`config.mk`:
```
export PLATFORM = sky130hd
export DESIGN_NAME = frame_fifo_write_flat
export DESIGN_NICKNAME = d
export VERILOG_FILES = /design/src/rtl/frame_fifo_write_pkg.sv /design/src/rtl/frame_fifo_write_if.sv /design/src/rtl/frame_fifo_write.sv /design/src/flat_wrapper.sv
export SDC_FILE = /design/constraint.sdc
export NUM_CORES = 1
export LEC_CHECK = 0
export CAP_MARGIN = 10
export CORE_UTILIZATION = 44
export CTS_BUF_LIST = sky130_fd_sc_hd__clkbuf_8 sky130_fd_sc_hd__clkbuf_16
export DETAILED_ROUTE_END_ITERATION = 8
export MAX_ROUTING_LAYER = met4
export PLACE_DENSITY = 0.79
export SLEW_MARGIN = 20
export SYNTH_ARGS = -nofsm -noshare
export SYNTH_HDL_FRONTEND = slang
export SYNTH_SLANG_ARGS = --single-unit
```
`constraint.sdc`:
```
create_clock -name clk -period 3.18 [get_ports clk]
set_clock_uncertainty 0.05 [all_clocks]
set_input_delay 0.636 -clock clk [delete_from_list [all_inputs] [get_ports clk]]
set_output_delay 0.636 -clock clk [all_outputs]
set_load 0.02 [all_outputs]
```
`src/rtl/frame_fifo_write_pkg.sv`:
```
// Shared sdram/io definitions for the frame FIFO movers: frame-writer
// FSM encodings and default burst sizing.
package frame_fifo_write_pkg;

    localparam int DEFAULT_BURST_SIZE = 128;
    localparam int DEFAULT_BURST_BITS = 10;
    localparam int FIFO_COUNT_BITS    = 16;

    typedef enum logic [2:0] {
        WR_IDLE        = 3'd0,
        WR_ACK         = 3'd1,
        WR_CHECK_FIFO  = 3'd2,
        WR_WRITE_BURST = 3'd3,
        WR_WRITE_END   = 3'd4
    } wr_state_t;

endpackage

```
`src/rtl/frame_fifo_write_if.sv`:
```
// sdram_core write-burst port: request/length/address out, data strobe and
// burst completion back.
interface frame_fifo_write_if
    import frame_fifo_write_pkg::*;
#(
    parameter int ADDR_BITS  = 24,
    parameter int BURST_BITS = DEFAULT_BURST_BITS
) ();

    logic                  wr_burst_req;
    logic [BURST_BITS-1:0] wr_burst_len;
    logic [ADDR_BITS-1:0]  wr_burst_addr;
    logic                  wr_burst_data_req;
    logic                  wr_burst_finish;

    modport master (
        output wr_burst_req,
        output wr_burst_len,
        output wr_burst_addr,
        input  wr_burst_data_req,
        input  wr_burst_finish
    );

    modport slave (
        input  wr_burst_req,
        input  wr_burst_len,
        input  wr_burst_addr,
        output wr_burst_data_req,
        output wr_burst_finish
    );

endinterface

```
`src/rtl/frame_fifo_write.sv`:
```
// Frame writer: moves one frame from the pixel FIFO into SDRAM as a series
// of bursts of at most BURST_SIZE words, starting at a selectable base.
//
//   state          | meaning
//   ---------------+-----------------------------------------------------
//   WR_IDLE        | wait for write_req, latch base address and length
//   WR_ACK         | hold write_req_ack until write_req drops
//   WR_CHECK_FIFO  | end frame if nothing left, else wait for enough data
//   WR_WRITE_BURST | burst in flight; FIFO pops follow wr_burst_data_req
//   WR_WRITE_END   | one-cycle write_finish pulse
module frame_fifo_write
    import frame_fifo_write_pkg::*;
#(
    parameter int MEM_DATA_BITS = 16,
    parameter int ADDR_BITS     = 24,
    parameter int BURST_BITS    = DEFAULT_BURST_BITS,
    parameter int BURST_SIZE    = DEFAULT_BURST_SIZE
) (
    input  logic                       clk,
    input  logic                       rst,
    input  logic                       write_req,
    output logic                       write_req_ack,
    output logic                       write_finish,
    input  logic [ADDR_BITS-1:0]       write_addr_0,
    input  logic [ADDR_BITS-1:0]       write_addr_1,
    input  logic [ADDR_BITS-1:0]       write_addr_2,
    input  logic [ADDR_BITS-1:0]       write_addr_3,
    input  logic [1:0]                 write_addr_index,
    input  logic [ADDR_BITS-1:0]       write_len,
    input  logic [FIFO_COUNT_BITS-1:0] fifo_rd_data_count,
    output logic                       fifo_rd_en,
    frame_fifo_write_if.master         wr
);

    if (MEM_DATA_BITS < 1 || BURST_SIZE < 1 || BURST_SIZE > (2 ** BURST_BITS) - 1) begin : g_param_check
        $error("frame_fifo_write: BURST_SIZE must fit in BURST_BITS and widths must be positive");
    end

    localparam logic [ADDR_BITS-1:0] BURST_WORDS_MAX = ADDR_BITS'(BURST_SIZE);

    wr_state_t            state;
    wr_state_t            state_next;
    logic [ADDR_BITS-1:0] cur_addr;
    logic [ADDR_BITS-1:0] remaining;
    logic [ADDR_BITS-1:0] burst_words;
    logic [ADDR_BITS-1:0] addr_sel;
    logic [ADDR_BITS-1:0] burst_len_ext;
    logic                 fifo_ready;

    // Next burst size (short tail burst) and whether the FIFO holds enough for it.
    always_comb begin
        burst_words   = (remaining < BURST_WORDS_MAX) ? remaining : BURST_WORDS_MAX;
        fifo_ready    = {{ADDR_BITS{1'b0}}, fifo_rd_data_count} >= {{FIFO_COUNT_BITS{1'b0}}, burst_words};
        burst_len_ext = {{(ADDR_BITS-BURST_BITS){1'b0}}, wr.wr_burst_len};
    end

    // Base-address select, only consumed in WR_IDLE.
    always_comb begin
        case (write_addr_index)
            2'd0:    addr_sel = write_addr_0;
            2'd1:    addr_sel = write_addr_1;
            2'd2:    addr_sel = write_addr_2;
            default: addr_sel = write_addr_3;
        endcase
    end

    // State register.
    always_ff @(posedge clk) begin
        if (rst) state <= WR_IDLE;
        else     state <= state_next;
    end

    // Next-state decode.
    always_comb begin
        state_next = state;
        case (state)
            WR_IDLE:        if (write_req) state_next = WR_ACK;
            WR_ACK:         if (!write_req) state_next = WR_CHECK_FIFO;
            WR_CHECK_FIFO: begin
                if (remaining == '0)  state_next = WR_WRITE_END;
                else if (fifo_ready)  state_next = WR_WRITE_BURST;
            end
            WR_WRITE_BURST: if (wr.wr_burst_finish) state_next = WR_CHECK_FIFO;
            WR_WRITE_END:   state_next = WR_IDLE;
            default:        state_next = WR_IDLE;
        endcase
    end

    // Handshake outputs decoded from the current state.
    always_comb begin
        write_req_ack = (state == WR_ACK);
        write_finish  = (state == WR_WRITE_END);
        fifo_rd_en    = (state == WR_WRITE_BURST) && wr.wr_burst_data_req;
    end

    // Frame progress and registered burst command.
    always_ff @(posedge clk) begin
        if (rst) begin
            cur_addr         <= '0;
            remaining        <= '0;
            wr.wr_burst_req  <= 1'b0;
            wr.wr_burst_len  <= '0;
            wr.wr_burst_addr <= '0;
        end else begin
            case (state)
                WR_IDLE: begin
                    if (write_req) begin
                        cur_addr  <= addr_sel;
                        remaining <= write_len;
                    end
                end
                WR_CHECK_FIFO: begin
                    if (remaining != '0 && fifo_ready) begin
                        wr.wr_burst_req  <= 1'b1;
                        wr.wr_burst_len  <= burst_words[BURST_BITS-1:0];
                        wr.wr_burst_addr <= cur_addr;
                    end
                end
                WR_WRITE_BURST: begin
                    if (wr.wr_burst_finish) begin
                        wr.wr_burst_req <= 1'b0;
                        cur_addr        <= cur_addr + burst_len_ext;
                        remaining       <= remaining - burst_len_ext;
                    end
                end
                default: ;
            endcase
        end
    end

endmodule

```
`src/flat_wrapper.sv`:
```
// flat-port wrapper written by rule: the top's interface ports become plain ports
module frame_fifo_write_flat import frame_fifo_write_pkg::*;
#(
    parameter int MEM_DATA_BITS = 16,
    parameter int ADDR_BITS     = 24,
    parameter int BURST_BITS    = DEFAULT_BURST_BITS,
    parameter int BURST_SIZE    = DEFAULT_BURST_SIZE
)
  (clk, rst, write_req, write_req_ack, write_finish, write_addr_0, write_addr_1, write_addr_2, write_addr_3, write_addr_index, write_len, fifo_rd_data_count, fifo_rd_en, wr_wr_burst_req, wr_wr_burst_len, wr_wr_burst_addr, wr_wr_burst_data_req, wr_wr_burst_finish);
  frame_fifo_write_if #(.ADDR_BITS(ADDR_BITS), .BURST_BITS(BURST_BITS)) wr_i ();
  input  logic clk;
  input  logic rst;
  input  logic write_req;
  output logic write_req_ack;
  output logic write_finish;
  input  logic [ADDR_BITS-1:0] write_addr_0;
  input  logic [ADDR_BITS-1:0] write_addr_1;
  input  logic [ADDR_BITS-1:0] write_addr_2;
  input  logic [ADDR_BITS-1:0] write_addr_3;
  input  logic [1:0] write_addr_index;
  input  logic [ADDR_BITS-1:0] write_len;
  input  logic [FIFO_COUNT_BITS-1:0] fifo_rd_data_count;
  output logic fifo_rd_en;
  output wire logic [$bits(wr_i.wr_burst_req)-1:0] wr_wr_burst_req;
  output wire logic [$bits(wr_i.wr_burst_len)-1:0] wr_wr_burst_len;
  output wire logic [$bits(wr_i.wr_burst_addr)-1:0] wr_wr_burst_addr;
  input wire logic [$bits(wr_i.wr_burst_data_req)-1:0] wr_wr_burst_data_req;
  input wire logic [$bits(wr_i.wr_burst_finish)-1:0] wr_wr_burst_finish;
  assign wr_wr_burst_req = wr_i.wr_burst_req;
  assign wr_wr_burst_len = wr_i.wr_burst_len;
  assign wr_wr_burst_addr = wr_i.wr_burst_addr;
  assign wr_i.wr_burst_data_req = wr_wr_burst_data_req;
  assign wr_i.wr_burst_finish = wr_wr_burst_finish;
  frame_fifo_write #(.MEM_DATA_BITS(MEM_DATA_BITS), .ADDR_BITS(ADDR_BITS), .BURST_BITS(BURST_BITS), .BURST_SIZE(BURST_SIZE)) u_core (.clk(clk), .rst(rst), .write_req(write_req), .write_req_ack(write_req_ack), .write_finish(write_finish), .write_addr_0(write_addr_0), .write_addr_1(write_addr_1), .write_addr_2(write_addr_2), .write_addr_3(write_addr_3), .write_addr_index(write_addr_index), .write_len(write_len), .fifo_rd_data_count(fifo_rd_data_count), .fifo_rd_en(fifo_rd_en), .wr(wr_i));
endmodule
```
After elaboration in Yosys (flattened, before gate mapping)
Index checks and enable logic that the tools add are counted.
Word-level totals
  register bits: 86
  input bits: 143
  word-level logic and storage cells: 50
  output and inout bits: 38
Cells by class
  add/sub/neg operators: 2
  magnitude comparators: 2
  reduce and logical (&&, ||, !) cells: 12
  muxes and demuxes: 17
  equal/unequal tests: 11
Operators with widths (number)
  24-bit two-way mux: 5
  24-bit case mux with 2 select lines: 2
  24-bit case mux with 3 select lines: 1
  24-bit by 10-bit adder with 24-bit output: 1
  16-bit by 24-bit greater-or-equal comparator with 1-bit output: 1
  24-bit logical NOT: 1
  24-bit by 8-bit less-than comparator with 1-bit output, second input constant: 1
  24-bit nonzero test: 1
  24-bit by 10-bit subtractor with 24-bit output: 1
  3-bit two-way mux: 5
  3-bit case mux with 4 select lines: 1
  3-bit by 2-bit equality test with 1-bit output, second input constant: 2
  2-bit inequality test, second input constant: 3
  3-bit AND reduction: 2
  4-bit AND reduction: 1
  2-bit nonzero test: 2
  3-bit by 1-bit equality test with 1-bit output, second input constant: 1
  3-bit equality test, second input constant: 1
  3-bit logical NOT: 1
  3-bit by 1-bit inequality test with 1-bit output, second input constant: 1
  2-bit by 1-bit equality test with 1-bit output, second input constant: 1
  2-bit equality test, second input constant: 1
  1-bit logical AND: 2
  2-bit logical NOT: 1
  other kinds (4): 5

Longest topological paths before layout
Gate-level depths: netlist of the first run.
  depth after elaboration: 6
  depth in mapped cells: 14
  mapped depth without buffers: 11

Worst setup path after synthesis of the first run
OpenSTA, ideal clock, no wires.
  path kind: register to register
  from: register u_core.remaining[12]
  to: register u_core.wr.wr_burst_addr[5]
  setup slack: -0.281 ns
  setup time: 0.128 ns
  clock period less this slack: 3.461 ns
  stages on the path, launching flop included: 15
  required time: 3.002 ns
  arrival time: 3.284 ns
  path buffers: 3
  cell sequence: dfxtp_1 > or4_4 > or3_1 > buf_6 > nor3_4 > nand2_1 > ha_1 > a211oi_1 > o21ai_0 > a2111oi_0 > a21oi_1 > buf_6 > buf_6 > mux2i_1 > nor2_1
Between the ends
  word-level cells in the longest chain between the ends: 5
  elaborated cells between the ends (all ways): 6
  those cells by class: order compare: 2; mux: 1; reduce/logical: 3
Ends and longest elaborated chain
  start, declared: line frame_fifo_write.sv:44  | logic [ADDR_BITS-1:0] remaining;
  start signal, assigned: line frame_fifo_write.sv:109  | remaining <= write_len;
  start signal, assigned: line frame_fifo_write.sv:123  | remaining <= remaining - burst_len_ext;
  24-bit by 8-bit less-than comparator with 1-bit output: line frame_fifo_write.sv:52  | burst_words = (remaining < BURST_WORDS_MAX) ? remaining : BURST_WORDS_MAX;
  24-bit two-way mux: line frame_fifo_write.sv:52
  16-bit by 24-bit greater-or-equal comparator with 1-bit output: line frame_fifo_write.sv:53  | fifo_ready = {{ADDR_BITS{1'b0}}, fifo_rd_data_count} >= {{FIFO_COUNT_BITS{1'b0}}, burst_words};
  1-bit logical AND *: line frame_fifo_write.sv:113  | if (remaining != '0 && fifo_ready) begin
  2-bit AND reduction (no source line) *
  end signal, assigned: line frame_fifo_write.sv:116  | wr.wr_burst_addr <= cur_addr;
  end, declared: line frame_fifo_write_if.sv:19  | output wr_burst_addr,
Mark *: on every way between the ends. The rest lies on a longest branch, timed or not.
A chain may end at the register's enable or synchronous reset.

Final worst setup path of the first run
  from: register u_core.remaining[16]
  to: register u_core.wr.wr_burst_addr[0]
The elaborated chain is that of the path after synthesis.

==> results of run 1 <==
==> critical path: stages, from the launching register on <==
cell and delay, ns:
sky130_fd_sc_hd__dfxtp_2 0.32, sky130_fd_sc_hd__or4_4 0.53, sky130_fd_sc_hd__or3_4 0.41, sky130_fd_sc_hd__nor3_4 0.18, sky130_fd_sc_hd__buf_6 0.16, sky130_fd_sc_hd__nand2_4 0.06, sky130_fd_sc_hd__ha_4 0.27, sky130_fd_sc_hd__nand4_1 0.21
sky130_fd_sc_hd__nor4_4 0.34, sky130_fd_sc_hd__a2111oi_4 0.14, sky130_fd_sc_hd__a21oi_4 0.18, sky130_fd_sc_hd__buf_12 0.17, sky130_fd_sc_hd__buf_12 0.15, sky130_fd_sc_hd__mux2i_1 0.20, sky130_fd_sc_hd__nor2_1 0.05
==> registers in the layout, summed over array words and instances, names as in the netlist <==
name	flops
u_core.cur_addr	24
u_core.wr.wr_burst_addr	24
u_core.wr.wr_burst_req	1
u_core.state	3
u_core.wr.wr_burst_len	10
u_core.remaining	24
==> logic make-up (layout without fill, tap and decap cells) <==
group / count (synthesis) / count (layout) / share of synthesized area [%]
xor gates and xnor gates: 9 / 9 / 1.32
muxes: 57 / 57 / 14.6
DFF: 86 / 86 / 28.8
AOI/OAI and AO/OA: 191 / 191 / 21.8
and+or+nand+nor: 251 / 251 / 20.5
other: 1 / 8 / 0.0626
adders and majority gates: 38 / 38 / 8.19
buffers and inverters: 66 / 259 / 4.87
==> worst max path at each step <==
stage	startpoint	endpoint	depth (start not counted)
2_1_floorplan	u_core.remaining[16]	u_core.wr.wr_burst_addr[5]	14
3_3_place_gp	u_core.remaining[16]	u_core.wr.wr_burst_addr[6]	13
3_5_place_dp	u_core.remaining[16]	u_core.wr.wr_burst_addr[12]	13
4_1_cts	u_core.remaining[14]	u_core.wr.wr_burst_addr[0]	15
5_1_grt	u_core.remaining[16]	u_core.wr.wr_burst_addr[13]	14
6_report	u_core.remaining[16]	u_core.wr.wr_burst_addr[0]	14
==> cells in the final DEF, fill, tap and decap left out, types with 5 or more instances in the layout <==
cell type,Yosys,routed
sky130_fd_sc_hd__clkdlybuf4s50_1,0,178
sky130_fd_sc_hd__and3_1,11,11
sky130_fd_sc_hd__a211oi_1,17,16
sky130_fd_sc_hd__mux4_2,24,24
sky130_fd_sc_hd__o22ai_1,7,7
sky130_fd_sc_hd__mux2i_1,32,29
sky130_fd_sc_hd__a21o_1,10,10
sky130_fd_sc_hd__buf_12,0,8
sky130_fd_sc_hd__a22oi_1,10,10
sky130_fd_sc_hd__nand4_1,5,5
sky130_fd_sc_hd__nand3_1,23,18
sky130_fd_sc_hd__nand2_1,67,64
sky130_fd_sc_hd__a31oi_1,12,12
sky130_fd_sc_hd__nor2b_1,6,6
sky130_fd_sc_hd__buf_4,0,29
sky130_fd_sc_hd__nor2_1,68,66
sky130_fd_sc_hd__ha_1,36,32
sky130_fd_sc_hd__o21ai_0,33,30
sky130_fd_sc_hd__xor2_1,6,6
sky130_fd_sc_hd__o21a_1,7,7
sky130_fd_sc_hd__nor3_1,24,24
sky130_fd_sc_hd__conb_1,1,8
sky130_fd_sc_hd__inv_1,21,25
sky130_fd_sc_hd__o211ai_1,8,8
sky130_fd_sc_hd__clkbuf_16,0,11
sky130_fd_sc_hd__dfxtp_1,86,83
sky130_fd_sc_hd__a21oi_1,43,40
sky130_fd_sc_hd__o31ai_2,7,7
sky130_fd_sc_hd__or3_1,12,11
sky130_fd_sc_hd__nor4_1,8,6
sky130_fd_sc_hd__a311oi_1,6,6
==> power by group through the flow <==
| stage | sequential, mW | combinational (mW) | clock (mW) |
|---|---|---|---|
| finish | 1.22 | 1.02 | 1.01 |
| global route | 1.23 | 1.10 | 1.06 |
| CTS | 1.21 | 0.982 | 1.02 |
| detailed placement | 1.23 | 0.923 | 0 |
| global placement | 1.23 | 0.913 | 0 |
| floorplan | 1.22 | 0.554 | 0 |
==> synth_stat cells, types with 17 or more instances <==
master / count / area [um2]
sky130_fd_sc_hd__inv_1: 21 / 78.8
sky130_fd_sc_hd__a21oi_1: 43 / 215
sky130_fd_sc_hd__mux4_2: 24 / 541
sky130_fd_sc_hd__clkbuf_1: 34 / 128
sky130_fd_sc_hd__a211oi_1: 17 / 128
sky130_fd_sc_hd__mux2i_1: 32 / 320
sky130_fd_sc_hd__nand3_1: 23 / 115
sky130_fd_sc_hd__ha_1: 36 / 450
sky130_fd_sc_hd__nand2_1: 67 / 251
sky130_fd_sc_hd__nor2_1: 68 / 255
sky130_fd_sc_hd__dfxtp_1: 86 / 1720
sky130_fd_sc_hd__nor3_1: 24 / 120
sky130_fd_sc_hd__o21ai_0: 33 / 165
==> final cells by class <==
class	count	area, um2
multi-input combinational	554	4240
inverter	21	78.8
tap	176	220
fill	1082	4410
timing repair buffer	222	2290
sequential	86	1730
clock inverter	4	15.0
clock buffer	12	267
==> layer usage <==
layer / GRT usage, % / up-vias
li1: - / 3032
met1: 35.2 / 2994
met2: 46.9 / 288
met3: 4.25 / 36
met4: 8.70 / 0
met5: - / -
==> repair_timing <==
item / CTS / global route
gates cloned: 3 / 2
gates resized for setup: 31 / 14
pin swaps: 16 / 9
setup buffers: 7 / 2
endpoints found under the setup margin: 36 / 36
hold buffers: 0 / 0
==> stage by stage <==
step,hold WS [ns],total power [mW]
CTS,0.443,3.21
global route,0.473,3.39
global placement,0.422,2.15
detailed placement,0.435,2.16
floorplan,0.399,1.77
finish,0.443,3.25
==> qor_table.md, run 1 <==
| Group | Parameter | Value |
| --- | --- | --- |
| die | Die footprint | 14100 um2 |
| power | Cell leakage power | 3.33 nW |
| sta | Relative slew slack | 22.7% |
| logic synthesis | Mapped Area | 5990 um2 |
| sta | Setup repair after global routing missed its margin | true |
| worst setup path | Worst endpoint data arrival time | 3.70 ns |
| detailed routing | Final wirelength | 19500 um |
| die | Y dimension of the die | 119 um |
| final layout | Post-route design area | 8830 um2 |
| sta | PnR worst setup slack | -0.375 ns |
| placed design | Last weighted congestion value of the routability-driven placer | 0.932 |
| sta | Shortest clock period the worst path allows after layout | 3.55 ns |
| detailed routing | Wire length on met3 | 1230 um |
| clock tree | Inserted Clock Buffers | 9 |
| logic synthesis | Average cell area after synthesis | 8.57 um2 |
| sta | Sum of negative setup slack | -11.78 ns |
| final layout | Share of cells above drive strength 1 | 14.3% |
| grt | Via count of the first global-routing pass | 6042 |
| clock tree | Max Root-Sink Buffers | 2 |
| placed design | Count of input and output buffers | 180 |
| detailed routing | Detail-routed via count per cell | 5.91 |
| die | Starting Density | 45.2% |
| outcome | Status | finished with violations |
| grt | Global route overflow | 0 |
| detailed routing | Vias after detailed routing | 6350 |
| detailed routing | Drt first pass iters | 5 |
| power | Clock power share | 31.1% |
| power | Comb pwr share | 31.4% |
| worst setup path | Critical register-to-register path startpoint | u_core.remaining[16] |
| worst setup path | Required time at the worst-slack endpoint | 3.33 ns |
| worst setup path | Capture instance of the worst register-to-register path | u_core.wr.wr_burst_addr[0] |
| power | Fraction of power consumed by sequential logic | 37.6% |
| logic synthesis | Top FF cell, synth | sky130_fd_sc_hd__dfxtp_1 |
| power | Switching power as a share of total power | 30.9% |
| clock tree | Clock tree from TritonCTS | done |
| worst setup path | Register-to-Register Setup Slack | -0.37 ns |
| die | Horizontal die dimension | 119 um |
| detailed routing | Routed length on met1 | 8310 um |
| power | Power density over the cells | 368 nW/um2 |
| final layout | Post-route insts no fill | 1075 |
| logic synthesis | Number of instances in the synthesized netlist | 699 |
| logic synthesis | Number of flops mapped to enable cells by yosys | 0 |
| clock tree | Number of H-tree branching levels | 3 |
| hold path | Worst Hold Path Cells | 2 |
| run | MaxCap Viol Count | 0 |
| final layout | Share of the core filled with cells | 66.7% |
| final layout | Layout net count | 1075 |
| placed design | Standard cell area after detailed placement | 8120 um2 |
| logic synthesis | Library cells used by synthesis | 68 |
| logic synthesis | Post-synthesis register bit count | 86 |
| worst setup path | Type of the setup path with the least slack | reg2reg |
| detailed routing | Post-detailed-route count of antenna-violating nets | 0 |
| worst setup path | Setup crit start kind | register |
| sta | Upper clock frequency limit | 0.281 GHz |
| sta | Final hold viol count | 0 |
| grt | Number of antenna violations at the first check in global routing | 0 |
| clock tree | Clock transition at the registers of the reported paths | 0.06 ns |
| worst setup path | Worst Reg2Reg Path Length in Cells | 14 |
| sta | Fraction of the cycle the final worst path needs | 112% |
| power | Net load switching power | 1.00 mW |
| hold path | Start point of the worst hold path | u_core.remaining[0] |
| sta | Max Transition Viols Final | 0 |
| worst setup path | Critical Path Sink Type | register |
| final layout | Final antenna diode count | 0 |
| die | Number of top-level pins | 181 |
| detailed routing | Routed len/inst | 18.1 um |
| clock tree | CTS sink count | 86 |
| clock tree | Clock root cell | sky130_fd_sc_hd__clkbuf_16 |
| logic synthesis | Seq/Total Area, Yosys | 28.8% |
| grt | Total GRT Usage | 28.2% |
| sta | Number of setup violations in the final report | 36 |
| placed design | Worst setup slack before clock tree synthesis | -0.529 ns |
| hold path | Worst Hold Class | reg2reg |
| clock tree | Clock insertion delay at the later pin of the skew report | 0.34 ns |
| logic synthesis | Fraction of registers with async set or reset after synthesis | 0% |
| detailed routing | DRC violation total after the first TritonRoute iteration | 369 |
| detailed routing | Remaining design rule violation count | 0 |
| grt | Wire length of the first global-routing pass | 30700 um |
| hold path | Sink of the worst hold path | u_core.remaining[0] |
| outcome | Violations in the final reports | negative setup slack |
| die | Area of the placeable core | 13200 um2 |
| worst setup path | Critical path peak fanout | 11 |
| final layout | Synth-to-Final Area Change | 47.5% |
| power | Internal power summed over all cells | 2.25 mW |
| placed design | Post-placement cell count | 1046 |
| sta | Slew @ Worst Pin | 1.15 ns |
| die | Row count | 42 |
| detailed routing | Wire length on met2 | 9510 um |
| power | Max rail drop VDD | 0.302 mV |
| grt | Pin count of the biggest net entering global routing | 54 |
| placed design | HPWL Detailed | 13300 um |
| detailed routing | Topmost layer with routed signal wires | met4 |
| logic synthesis | Warnings from Yosys | 0 |
Note: power is estimated with default switching activity, not from simulation.
==> run 2, diff against run 1 <==
--- a/config.mk
+++ b/config.mk
@@ -8,9 +8,11 @@
 export CAP_MARGIN = 10
 export CORE_UTILIZATION = 44
 export CTS_BUF_LIST = sky130_fd_sc_hd__clkbuf_8 sky130_fd_sc_hd__clkbuf_16
+export CTS_CLUSTER_DIAMETER = 200
 export DETAILED_ROUTE_END_ITERATION = 8
 export MAX_ROUTING_LAYER = met4
 export PLACE_DENSITY = 0.79
+export REMOVE_ABC_BUFFERS = 1
 export SLEW_MARGIN = 20
 export SYNTH_ARGS = -nofsm -noshare
 export SYNTH_HDL_FRONTEND = slang
==> qor_table.md, run 2 (synthesis gave the netlist of run 1 again) <==
| Group | Parameter | Value | Delta |
| --- | --- | --- | --- |
| clock tree | Max Root-Sink Buffers | 2 | unchanged |
| clock tree | Clock root cell | sky130_fd_sc_hd__clkbuf_16 |  |
| sta | Max Transition Viols Final | 0 | unchanged |
| placed design | Standard cell area after detailed placement | 8170 um2 | +0.65% |
| hold path | Sink of the worst hold path | u_core.remaining[8] |  |
| detailed routing | Remaining design rule violation count | 0 | unchanged |
| grt | Global route overflow | 0 | unchanged |
| final layout | Share of cells above drive strength 1 | 15.2% | +0.84 points |
| clock tree | CTS sink count | 86 | unchanged |
| detailed routing | Final wirelength | 19200 um | -1.4% |
| worst setup path | Critical register-to-register path startpoint | u_core.remaining[18] |  |
| detailed routing | Routed len/inst | 17.8 um | -1.6% |
| detailed routing | Detail-routed via count per cell | 5.88 | -0.53% |
| final layout | Layout net count | 1078 | +0.28% |
| worst setup path | Capture instance of the worst register-to-register path | u_core.wr.wr_burst_addr[16] |  |
| outcome | Violations in the final reports | negative setup slack |  |
| worst setup path | Bufs and invs on worst path | 3 | unchanged |
| clock tree | Number of H-tree branching levels | 3 | unchanged |
| sta | Upper clock frequency limit | 0.286 GHz | +1.7% |
| die | Y dimension of the die | 119 um | unchanged |
| clock tree | Clock insertion delay at the later pin of the skew report | 0.35 ns | about the same |
| final layout | Final antenna diode count | 0 | unchanged |
| placed design | Last weighted congestion value of the routability-driven placer | 0.924 | -0.93% |
| hold path | Worst Hold Path Cells | 2 | unchanged |
| sta | PnR worst setup slack | -0.314 ns | +0.0605 ns |
| worst setup path | Worst endpoint data arrival time | 3.65 ns | -0.05 ns |
| power | Power Total | 3.32 mW | +2.3% |
| worst setup path | Critical Path Sink Type | register |  |
| grt | Total GRT Usage | 27.9% | -0.35 points |
| clock tree | Clock tree from TritonCTS | done |  |
| run | MaxCap Viol Count | 0 | unchanged |
| worst setup path | Required time at the worst-slack endpoint | 3.34 ns | about the same |
| final layout | Fillcell total | 1057 | -2.3% |
| power | Max rail drop VDD | 0.219 mV | -28% |
| outcome | Status | finished with violations |  |
| sta | Setup repair after global routing missed its margin | true |  |
| placed design | Count of input and output buffers | 180 | unchanged |
| grt | Via count of the first global-routing pass | 6136 | +1.6% |
| worst setup path | Largest delay share family, worst path | simple AND/OR/NAND/NOR gates |  |
| grt | Number of antenna violations at the first check in global routing | 0 | unchanged |
| placed design | HPWL Detailed | 13600 um | +1.9% |
| die | Row count | 42 | unchanged |
| final layout | Post-route design area | 8870 um2 | +0.40% |
| worst setup path | Worst Reg2Reg Path Length in Cells | 14 | unchanged |
| detailed routing | Drt first pass iters | 5 | unchanged |
| worst setup path | Critical-path top delay cell | sky130_fd_sc_hd__or4_4 |  |
| die | Die footprint | 14100 um2 | unchanged |
| final layout | Leading cell types in the layout, fill and taps excluded | 178 x sky130_fd_sc_hd__clkdlybuf4s50_1, 84 x sky130_fd_sc_hd__dfxtp_1, 66 x sky130_fd_sc_hd__nor2_1, 64 x sky130_fd_sc_hd__nand2_1, 40 x sky130_fd_sc_hd__a21oi_1 |  |
| worst setup path | CP dominant cell by count | sky130_fd_sc_hd__buf_12 |  |
| sta | Sum of negative setup slack | -9.01 ns | +2.77 ns |
| power | Power density over the cells | 375 nW/um2 | +1.9% |
| sta | Shortest clock period the worst path allows after layout | 3.49 ns | -0.0605 ns |
| worst setup path | Critical Path Max Stage Delay | 0.53 ns | about the same |
| clock tree | Hold_buf cts | 0 | unchanged |
| hold path | Worst Hold Class | reg2reg |  |
| hold path | Start point of the worst hold path | u_core.remaining[8] |  |
| detailed routing | Vias after detailed routing | 6334 | -0.25% |
| power | Cell leakage power | 3.32 nW | -0.23% |
| detailed routing | DRC violation total after the first TritonRoute iteration | 359 | -2.7% |
| grt | Pin count of the biggest net entering global routing | 52 | -3.7% |
| worst setup path | Critical path peak fanout | 6 | -5 |
| worst setup path | Register-to-Register Setup Slack | -0.31 ns | +0.06 ns |
| die | Horizontal die dimension | 119 um | unchanged |
| sta | Final hold viol count | 0 | unchanged |
| worst setup path | Crit-path cells | or4_4, or3_4, nor3_4, buf_6, nand2_4, ha_4, nand4_1, nor4_4, a2111oi_4, a21oi_4, buf_12, buf_12, mux2i_1, nor2_1 |  |
| final layout | Most frequent standard cell in the layout excluding fill and tap cells | sky130_fd_sc_hd__clkdlybuf4s50_1 |  |
| grt | Wire length of the first global-routing pass | 30200 um | -1.5% |
| sta | Fraction of the cycle the final worst path needs | 110% | -1.9 points |
| sta | Number of setup violations in the final report | 36 | unchanged |
| sta | Relative slew slack | 52.3% | +30 points |
| die | Area of the placeable core | 13200 um2 | unchanged |
| sta | Slew @ Worst Pin | 0.713 ns | -0.436 ns |
| final layout | Largest registers | u_core.cur_addr x24, u_core.remaining x24, u_core.wr.wr_burst_addr x24 |  |
| placed design | Worst setup slack before clock tree synthesis | -0.386 ns | +0.143 ns |
| final layout | Synth-to-Final Area Change | 48.1% |  |
| clock tree | Clock transition at the registers of the reported paths | 0.07 ns | about the same |
| worst setup path | Setup crit start kind | register |  |
| die | Starting Density | 45.2% | unchanged |
| final layout | Share of the core filled with cells | 67.0% | +0.26 points |
| worst setup path | Type of the setup path with the least slack | reg2reg |  |
| clock tree | Inserted Clock Buffers | 9 | unchanged |
| die | Number of top-level pins | 181 | unchanged |
| detailed routing | Post-detailed-route count of antenna-violating nets | 0 | unchanged |
## run 2: cell count changes in the layout (fill, tap and decap cells not counted), sizes merged
cell      change
buf           +4
clkbuf        -2
inv           -2
bufinv        +1
clkinv        +1
clkinvlp      +1
## run 2: worst max path at each step
stage / slack [ns] / start / cells past startpoint / end
6_report: -0.31 / u_core.remaining[18] / 14 / u_core.wr.wr_burst_addr[16]
5_1_grt: -0.43 / u_core.remaining[18] / 14 / u_core.wr.wr_burst_addr[15]
3_5_place_dp: -0.39 / u_core.remaining[12] / 14 / u_core.wr.wr_burst_addr[16]
4_1_cts: -0.28 / u_core.remaining[16] / 13 / u_core.wr.wr_burst_addr[16]
3_3_place_gp: -0.29 / u_core.remaining[16] / 14 / u_core.wr.wr_burst_addr[5]
2_1_floorplan: -2.56 / u_core.remaining[12] / 10 / u_core.wr.wr_burst_len[0]
## run 2: layout make-up
class | count | area (um2) | share of cell area, %
multi-input combinational | 554 | 4250 | 47.9
timing repair buffer | 225 | 2290 | 25.9
sequential | 86 | 1720 | 19.4
clock buffer | 11 | 253 | 2.85
tap | 176 | 220 | 2.48
inverter | 21 | 78.8 | 0.889
clock inverter | 5 | 50.0 | 0.564
## run 2: per-layer routing
| metal | GRT usage, % | vias to the layer above | part of all wire (%) |
|---|---|---|---|
| li1 | - | 3043 | - |
| met1 | 33.7 | 2983 | 42 |
| met2 | 47.1 | 279 | 50 |
| met3 | 4.05 | 29 | 6.3 |
| met4 | 9.81 | 0 | 1.9 |
| met5 | - | - | 0 |
## run 2: worst reg2reg max path, stage by stage (launching register included)
cell,delay (ns)
sky130_fd_sc_hd__dfxtp_2,0.32
sky130_fd_sc_hd__or4_4,0.53
sky130_fd_sc_hd__or3_4,0.41
sky130_fd_sc_hd__nor3_4,0.22
sky130_fd_sc_hd__buf_6,0.18
sky130_fd_sc_hd__nand2_4,0.06
sky130_fd_sc_hd__ha_4,0.27
sky130_fd_sc_hd__nand4_1,0.19
sky130_fd_sc_hd__nor4_4,0.24
sky130_fd_sc_hd__a2111oi_4,0.12
sky130_fd_sc_hd__a21oi_4,0.16
sky130_fd_sc_hd__buf_12,0.18
sky130_fd_sc_hd__buf_12,0.15
sky130_fd_sc_hd__mux2i_1,0.21
sky130_fd_sc_hd__nor2_1,0.07
## run 2: what timing repair did
item,in CTS,in global routing
gates resized for setup,31,23
hold endpoints to repair,0,0
cloned,3,1
endpoints found under the setup margin,36,36
setup buffers,5,0
pin swaps,6,4
## run 2: per-stage QoR
step / std cells / hold slack (ns)
global placement: 1055 / 0.415
finish: 1078 / 0.442
CTS: 1078 / 0.445
floorplan: 661 / 0.393
global route: 1078 / 0.468
detailed placement: 1055 / 0.435
## run 2: power breakdown
part	internal (mW)	switching, mW
Combinational	0.525	0.493
Clock	0.645	0.442
Sequential	1.14	0.0767
Total	2.31	1.01
